**config.mk**
```make
export PLATFORM = sky130hd
export DESIGN_NAME = e_mdu_issue_flat
export DESIGN_NICKNAME = d
export VERILOG_FILES = /design/src/rtl/e_mdu_issue_if.sv /design/src/rtl/e_mdu_issue.sv /design/src/flat_wrapper.sv
export SDC_FILE = /design/constraint.sdc
export NUM_CORES = 1
export LEC_CHECK = 0
export CORE_MARGIN = 5
export CORE_UTILIZATION = 35
export DETAILED_ROUTE_END_ITERATION = 10
export MAX_ROUTING_LAYER = met4
export PLACE_DENSITY_LB_ADDON = 0.1
export SYNTH_ARGS = -nofsm -noshare
export SYNTH_HDL_FRONTEND = slang
export SYNTH_SLANG_ARGS = --single-unit
```
**constraint.sdc**
```tcl
create_clock -name clk -period 2.9 [get_ports clk]
set_input_delay 0.435 -clock clk [delete_from_list [all_inputs] [get_ports clk]]
set_output_delay 0.435 -clock clk [all_outputs]
set_load 0.03 [all_outputs]
```
**src/rtl/e_mdu_issue_if.sv**
```systemverilog
// E-stage MDU issue bundle: E/D op codes in, start/ctr/hazard flags out.
// Perf counter signals exist only when MDU_PERF_EN is defined.
interface e_mdu_issue_if;
  logic       e_valid_i;
  logic [3:0] e_op_i;
  logic [3:0] d_op_i;
  logic       mdu_start_o;
  logic [3:0] mdu_ctr_o;
  logic       busy_o;
  logic       stall_o;
  logic       err_o;
`ifdef MDU_PERF_EN
  logic [31:0] stall_cnt_o;
  logic [31:0] issue_cnt_o;
`endif

  modport master (
    output e_valid_i, e_op_i, d_op_i,
    input  mdu_start_o, mdu_ctr_o, busy_o, stall_o, err_o
`ifdef MDU_PERF_EN
    , input stall_cnt_o, issue_cnt_o
`endif
  );

  modport slave (
    input  e_valid_i, e_op_i, d_op_i,
    output mdu_start_o, mdu_ctr_o, busy_o, stall_o, err_o
`ifdef MDU_PERF_EN
    , output stall_cnt_o, issue_cnt_o
`endif
  );
endinterface

```
**src/rtl/e_mdu_issue.sv**
```systemverilog
// E-stage MDU issue/hazard controller with its own latency counter.
// Optional MDU_PERF_EN adds stall/issue cycle counters.
module e_mdu_issue #(
  parameter int MULT_LAT = 5,
  parameter int DIV_LAT  = 10,
  parameter int CNT_W    = 4
) (
  input  logic         clk,
  input  logic         reset,
  e_mdu_issue_if.slave bus
);

  typedef enum logic [1:0] {
    IDLE    = 2'd0,
    MUL_RUN = 2'd1,
    DIV_RUN = 2'd2
  } state_t;

  localparam logic [CNT_W-1:0] MUL_CNT = CNT_W'(MULT_LAT);
  localparam logic [CNT_W-1:0] DIV_CNT = CNT_W'(DIV_LAT);
  localparam logic [CNT_W-1:0] ONE     = CNT_W'(1);

  state_t           r_state;
  state_t           w_state_nxt;
  logic [CNT_W-1:0] r_cnt;
  logic [CNT_W-1:0] w_cnt_nxt;
  logic             r_err;

  logic       w_e_mul;
  logic       w_e_div;
  logic       w_e_mt;
  logic       w_e_mdu;
  logic       w_d_mdu;
  logic       w_busy;
  logic       w_start;
  logic [3:0] w_ctr;

  assign w_e_mul = (bus.e_op_i == 4'd1) || (bus.e_op_i == 4'd2);
  assign w_e_div = (bus.e_op_i == 4'd3) || (bus.e_op_i == 4'd4);
  assign w_e_mt  = (bus.e_op_i == 4'd7) || (bus.e_op_i == 4'd8);
  // Reserved codes 9..15 count as no-op on both ports.
  assign w_e_mdu = (bus.e_op_i != 4'd0) && (bus.e_op_i <= 4'd8);
  assign w_d_mdu = (bus.d_op_i != 4'd0) && (bus.d_op_i <= 4'd8);
  assign w_busy  = (r_state != IDLE);

  always_ff @(posedge clk) begin
    if (reset) begin
      r_state <= IDLE;
      r_cnt   <= '0;
    end else begin
      r_state <= w_state_nxt;
      r_cnt   <= w_cnt_nxt;
    end
  end

  always_comb begin
    w_state_nxt = r_state;
    w_cnt_nxt   = r_cnt;
    w_start     = 1'b0;
    w_ctr       = 4'd0;
    unique case (r_state)
      IDLE: begin
        if (bus.e_valid_i && !reset) begin
          unique case (1'b1)
            w_e_mul: begin
              w_start     = 1'b1;
              w_ctr       = bus.e_op_i;
              w_state_nxt = MUL_RUN;
              w_cnt_nxt   = MUL_CNT;
            end
            w_e_div: begin
              w_start     = 1'b1;
              w_ctr       = bus.e_op_i;
              w_state_nxt = DIV_RUN;
              w_cnt_nxt   = DIV_CNT;
            end
            w_e_mt: begin
              w_ctr = bus.e_op_i;
            end
            default: begin
              w_ctr = 4'd0;
            end
          endcase
        end
      end
      MUL_RUN, DIV_RUN: begin
        w_cnt_nxt = r_cnt - ONE;
        if (r_cnt == ONE) begin
          w_state_nxt = IDLE;
        end
      end
      default: begin
        w_state_nxt = IDLE;
        w_cnt_nxt   = '0;
      end
    endcase
  end

  always_ff @(posedge clk) begin
    if (reset) begin
      r_err <= 1'b0;
    end else if (bus.e_valid_i && w_e_mdu && w_busy) begin
      r_err <= 1'b1;
    end
  end

  assign bus.mdu_start_o = w_start;
  assign bus.mdu_ctr_o   = w_ctr;
  assign bus.busy_o      = w_busy;
  assign bus.stall_o     = w_d_mdu && (w_start || w_busy);
  assign bus.err_o       = r_err;

`ifdef MDU_PERF_EN
  logic [31:0] r_stall_cnt;
  logic [31:0] r_issue_cnt;

  always_ff @(posedge clk) begin
    if (reset) begin
      r_stall_cnt <= '0;
      r_issue_cnt <= '0;
    end else begin
      if (bus.stall_o) r_stall_cnt <= r_stall_cnt + 32'd1;
      if (w_start)     r_issue_cnt <= r_issue_cnt + 32'd1;
    end
  end

  assign bus.stall_cnt_o = r_stall_cnt;
  assign bus.issue_cnt_o = r_issue_cnt;
`endif

endmodule

```
**src/flat_wrapper.sv**
```systemverilog
// flat-port wrapper written by rule: the top's interface ports become plain ports
module e_mdu_issue_flat 
#(
  parameter int MULT_LAT = 5,
  parameter int DIV_LAT  = 10,
  parameter int CNT_W    = 4
)
  (clk, reset, bus_e_valid_i, bus_e_op_i, bus_d_op_i, bus_mdu_start_o, bus_mdu_ctr_o, bus_busy_o, bus_stall_o, bus_err_o);
  e_mdu_issue_if bus_i ();
  input  logic clk;
  input  logic reset;
  input wire logic [$bits(bus_i.e_valid_i)-1:0] bus_e_valid_i;
  input wire logic [$bits(bus_i.e_op_i)-1:0] bus_e_op_i;
  input wire logic [$bits(bus_i.d_op_i)-1:0] bus_d_op_i;
  output wire logic [$bits(bus_i.mdu_start_o)-1:0] bus_mdu_start_o;
  output wire logic [$bits(bus_i.mdu_ctr_o)-1:0] bus_mdu_ctr_o;
  output wire logic [$bits(bus_i.busy_o)-1:0] bus_busy_o;
  output wire logic [$bits(bus_i.stall_o)-1:0] bus_stall_o;
  output wire logic [$bits(bus_i.err_o)-1:0] bus_err_o;
  assign bus_i.e_valid_i = bus_e_valid_i;
  assign bus_i.e_op_i = bus_e_op_i;
  assign bus_i.d_op_i = bus_d_op_i;
  assign bus_mdu_start_o = bus_i.mdu_start_o;
  assign bus_mdu_ctr_o = bus_i.mdu_ctr_o;
  assign bus_busy_o = bus_i.busy_o;
  assign bus_stall_o = bus_i.stall_o;
  assign bus_err_o = bus_i.err_o;
  e_mdu_issue #(.MULT_LAT(MULT_LAT), .DIV_LAT(DIV_LAT), .CNT_W(CNT_W)) u_core (.clk(clk), .reset(reset), .bus(bus_i));
endmodule
```
Yosys cells after proc, flatten, opt, wreduce, memory -nomap -nowiden. Index checks and enable logic that the tools add are counted.

Multipliers: 0. Shift operators: 0. Equality and inequality tests: 12. Reductions and logical operators: 20. Div/mod/pow operators: 0. Bitwise logic cells: 0. $lt $le $gt $ge: 2. Muxes and demuxes: 13. Add/sub/neg operators: 1.

Operators by type and width (count): 4-bit 2-to-1 mux (4); 4-bit one-hot mux with 2 select lines (2); 4-bit by 1-bit equality test with 1-bit output (second input constant) (2); 4-bit by 2-bit equality test with 1-bit output (second input constant) (2); 4-bit by 3-bit equality test with 1-bit output (second input constant) (2); 4-bit <= comparator (second input constant) (2); 2-bit one-hot mux with 2 select lines (2); 4-bit nonzero test (2); 1-bit logical AND (6); 4-bit equality test (second input constant) (1); 1-bit logical OR (4); 2-bit 2-to-1 mux (2); 2-bit by 1-bit != test with 1-bit output (second input constant) (2); 2-bit OR reduction (2); 4-bit by 1-bit subtractor with 4-bit output (second input constant) (1); 1-bit 2-to-1 mux (3); 3-bit by 1-bit != test with 1-bit output (second input constant) (1); 3-bit AND reduction (1); 3-bit OR reduction (1); 2-bit by 1-bit equality test with 1-bit output (second input constant) (1); 2-bit equality test (second input constant) (1); 2-bit zero test (1); 2-bit AND reduction (1); 2-bit nonzero test (1); 1-bit zero test (1).

Memories kept: 0. Flip-flop bits (word level): 7. Memory bits (writable): 0. Bits in read-only memories: 0. Bits of input ports: 11. Bits in latches: 0. Logic and storage cells: 51.

Depth between registers and ports, before layout.
Depth in word-level cells: 8. Gate-level depth with buffers: 7.

Least setup slack after synthesis. No wires, ideal clock.

Kind: register to output. Start point: register u_core.r_state[0]. End point: output port bus_stall_o. Slack: 0.966 ns. Cell stages (with the launch flop): 7. Arrival: 1.499 ns. Buffers on the path: 1. Cells stage by stage: dfxtp_1 inv_1 ha_1 inv_1 a31oi_2 buf_6 nor2_1.

Elaborated cells between the ends (all ways): 5. Those cells by class: 1 x mux; 4 x reduce/logical.

RTL lines: from (decl) (line e_mdu_issue.sv:23) `state_t r_state;`; from (signal assigned) (line e_mdu_issue.sv:51) `r_state <= w_state_nxt;`; 2-bit nonzero test (line e_mdu_issue.sv:44) `assign w_busy = (r_state != IDLE);`; named net bus_busy_o (line flat_wrapper.sv:17) `output wire logic [$bits(bus_i.busy_o)-1:0] bus_busy_o;`; 1-bit logical OR (line e_mdu_issue.sv:110) `assign bus.stall_o = w_d_mdu && (w_start || w_busy);`; 1-bit logical AND (line e_mdu_issue.sv:110); to (decl) (line flat_wrapper.sv:18) `output wire logic [$bits(bus_i.stall_o)-1:0] bus_stall_o;`.

The timed path passes the listed nets, and every way through them passes these cells.

Worst setup path after layout.
Start point: input port bus_e_op_i[3]. End point: output port bus_mdu_ctr_o[1].

Word-level cells in the longest chain between the ends: 6. Elaborated cells between the ends (all ways): 13. Those cells by class: 6 x eq/ne; 3 x mux; 4 x reduce/logical.

RTL lines: from (decl) (line flat_wrapper.sv:13) `input wire logic [$bits(bus_i.e_op_i)-1:0] bus_e_op_i;`; 4-bit by 3-bit equality test with 1-bit output, or another cell as far along (line e_mdu_issue.sv:40) `assign w_e_mt = (bus.e_op_i == 4'd7) || (bus.e_op_i == 4'd8);`; 1-bit logical OR, on equally long branches (line e_mdu_issue.sv:40, e_mdu_issue.sv:38, e_mdu_issue.sv:39); 3-bit OR reduction (no source line) *; 4-bit 2-to-1 mux * (line e_mdu_issue.sv:64) `unique case (1'b1)`; 4-bit 2-to-1 mux * (line e_mdu_issue.sv:63) `if (bus.e_valid_i && !reset) begin`; 4-bit 2-to-1 mux * (line e_mdu_issue.sv:61) `unique case (r_state)`; to (decl) (line flat_wrapper.sv:16) `output wire logic [$bits(bus_i.mdu_ctr_o)-1:0] bus_mdu_ctr_o;`.

Mark *: on every way between the ends. The rest lies on a longest branch, timed or not.

==> results by group <==
Routing
  – WL final: 1343 µm
  – Drt drc: 0
  – WL/cell: 12.10 µm
  – Final ANT Viol Nets: 0
  – 1st-iter DRT viols: 11
  – Detailed-route via count: 586
  – TritonRoute pass-1 iters: 4
  – Vias per cell: 5.279

Finish
  – Net count, final: 111
  – Share of layout cells above drive strength 1: 11.58%
  – Fillers: 147
  – N_diodes: 0
  – Fin cells: 111
  – Area Growth Syn to Fin: 40.00%

Pwr
  – PD cells: 661.7 mW/mm²
  – Flop pwr share: 27.4%
  – Internal power: 311.9 µW
  – Logic gate share of total power: 55.6%
  – Max IR drop VDD: 331.1 µV
  – Sw frac: 42.12%
  – Lkg Pwr: 0.0003427 µW
  – Clock share of power: 17.0%
  – Psw: 227.0 µW

Min path
  – Hold path endpoint: u_core.bus.err_o$_SDFFE_PP0P_
  – Min-Delay Startpoint: u_core.bus.err_o$_SDFFE_PP0P_
  – Worst Hold Class: register to register
  – Hold path cells: 2

Critical path
  – Flop2flop setup slack: 1.18 ns
  – Worst setup SP type: input pin
  – Slowest cell on the critical path: clkdlybuf4s50_1
  – CP max stage delay: 0.67 ns
  – CP endpoint kind: output pin
  – Worst-path maximum fanout: 4
  – Required @ worst endpoint: 2.47 ns
  – FF-to-FF End: u_core.r_state[0]$_SDFFE_PP0P_
  – Largest delay share family, worst path: buffers and inverters
  – RR Startpoint: u_core.r_state[0]$_SDFFE_PP0P_
  – Worst Path Arrival: 2.29 ns
  – Buf/Inv on CP: 2
  – Reg2reg path depth: 7
  – Cells along the critical path: clkdlybuf4s50_1 -> nand2b_1 -> nor3b_1 -> and3_1 -> clkdlybuf4s50_1
  – WS Path Type: input pin to output pin
  – Cell mode on critical path: clkdlybuf4s50_1

Floorplan
  – Die height: 50.77 µm
  – Die W: 50.77 µm
  – Cell Rows: 14
  – Starting Density: 37.74%
  – Die Area: 0.002578 mm²
  – Ports: 19
  – Core ar.: 0.001541 mm²

Yosys
  – Sequential area share after synthesis: 24.09%
  – Synth area leader: dfxtp_1
  – Ys flop type: dfxtp_1
  – Seq cells post-synth: 7
  – EDFF count, synth: 0
  – Synth top area share: 24.09%
  – Yosys cell types: 34
  – Commonest cells in the netlist: 9 x nor2_1, 7 x dfxtp_1, 7 x inv_1
  – Most common cell in the netlist: nor2_1
  – Synth area leaders: dfxtp_1 24%, ha_1 8.6%, nor2_1 5.8%, inv_1 4.5%, and3_1 4.3%
  – Yosys warning count: 0
  – Post-synthesis net count: 87
  – Avg Inst Size Synth: 8.081 µm²
  – Mapped Area: 581.8 µm²
  – Asr flop ratio synth: 0%
  – Post-Synthesis Cells: 72

GRT
  – Pin count of the biggest net entering global routing: 11
  – Vias in the first global route: 559
  – GR Layer Usage met1: 13.33%
  – Busiest layer in global routing: met2
  – GR Overflow Total: 0
  – Antenna violations before repair: 0
  – Global Route Usage Sum: 12.05%
  – Met3 GRT Util: 5.325%
  – GRT met2 Usage: 19.21%
  – Global-route wire length before repair: 2318 µm

Timing
  – Peak Freq: 0.3669 GHz
  – Final hold vios: 0
  – Slew HR: 74.79%
  – Crit share post-route: 93.99%
  – Fin Setup TNS: 0 ns
  – RSZ-0062 raised after global routing: no
  – Final Skew: 0.002387 ns
  – Worst-Margin Slew: 0.3774 ns
  – Final min period: 2.726 ns
  – # setup viols final: 0
  – Slew Viols, Final: 0
  – Worst hold slack: 0.4789 ns

Clock network
  – Post-CTS Hold Buffers: 0
  – Clk root buf: clkbuf_4
  – Num Clock Sinks: 7
  – Clk slew on worst S/H paths: 0.06 ns
  – Post CTS Setup Buffer Count: 0
  – CTS max path bufs: 2
  – CTS H-tree lvls: 1
  – Total CTS buffers: 3
  – CTS tree: built
  – Post-CTS sizing: 0
  – Clock latency on the worst-skew pair: 0.25 ns

Place
  – DPL Wire Length: 1111 µm
  – Routability cong.: 0.7243
  – Buffers on Ports: 18
  – Cells after DPL: 107

Flow run
  – Max-cap violations: 0

Status
  – Outcome: complete, no violations
-- state kept, by name (all words and copies together) (netlist names) --
name	cells
u_core.bus.err_o	1
u_core.r_cnt	4
u_core.r_state	2
-- through the flow --
step	utilization (%)	setup slack [ns]	total power [µW]	instance area [µm²]
after floorplan	-	0.9662	365.2	581.8
after global placement	51.14	0.2149	449.9	788.3
after detailed placement	51.14	0.1789	448.2	788.3
after CTS	52.84	0.1698	542.0	814.5
after global routing	52.84	0.04401	582.6	814.5
final	52.84	0.1743	538.9	814.5
-- how the worst max path moves through the flow --
stage	startpoint	endpoint	slack [ns]	cells past startpoint
floorplan	u_core.r_state[0]$_SDFFE_PP0P_	bus_stall_o	0.97	6
global placement	bus_e_op_i[0]	bus_stall_o	0.21	5
detailed placement	bus_e_op_i[3]	bus_mdu_ctr_o[1]	0.18	5
CTS	bus_e_op_i[3]	bus_mdu_ctr_o[1]	0.17	5
global route	u_core.r_state[1]$_SDFFE_PP0P_	bus_mdu_ctr_o[0]	0.04	6
finish	bus_e_op_i[3]	bus_mdu_ctr_o[1]	0.17	5
-- cells by family (layout without fill, tap and decap cells) --
| logic type | Yosys count | in the layout | synth area share, % |
|---|---|---|---|
| and+or+nand+nor | 31 | 31 | 30.75 |
| xor gates and xnor gates | 3 | 3 | 4.517 |
| muxes | 1 | 1 | 2.580 |
| adders and majority gates | 4 | 4 | 8.602 |
| AOI/OAI and AO/OA | 17 | 17 | 22.15 |
| buffers and inverters | 9 | 32 | 7.312 |
| DFF | 7 | 7 | 24.09 |
-- layout by cell type (no fill, tap or decap), drive strengths merged, types with 3 or more instances in the layout --
cell / netlist / layout
clkdlybuf4s50: 0 / 18
nand2b: 4 / 4
and3: 4 / 4
ha: 4 / 4
inv: 7 / 7
dfxtp: 7 / 7
nor2: 10 / 10
buf: 2 / 3
clkbuf: 0 / 4
nand2: 3 / 3
-- per-layer routing --
metal | vias up | wire (µm)
met5 | - | 0
met4 | 0 | 13
met3 | 2 | 72
met2 | 18 | 616
met1 | 261 | 640
li1 | 305 | -
-- power by group through the flow --
stage / clock network [µW] / logic (µW) / registers (µW)
after detailed placement: 0 / 299 / 149
after floorplan: 0 / 218 / 147
after global placement: 0 / 301 / 149
after CTS: 94.1 / 301 / 147
after global routing: 101 / 331 / 151
final: 91.6 / 300 / 148
-- worst register-to-register path, stage by stage (launching register included) --
cell	delay, ns
dfxtp_1	0.33
inv_1	0.06
ha_1	0.26
inv_1	0.15
a31oi_2	0.06
buf_4	0.19
or4b_1	0.51
o31ai_1	0.08
-- layout make-up --
cell class,count,area (µm²),share of cell area (%)
Timing Repair Buffer,21,202.7,24.88
Sequential cell,7,140.1,17.20
Tap cell,16,20.02,2.458
Inverter,7,26.28,3.226
Multi-Input combinational cell,56,399.1,49.00
Clock buffer,4,26.28,3.226
Power figures use the tool's default switching activity.
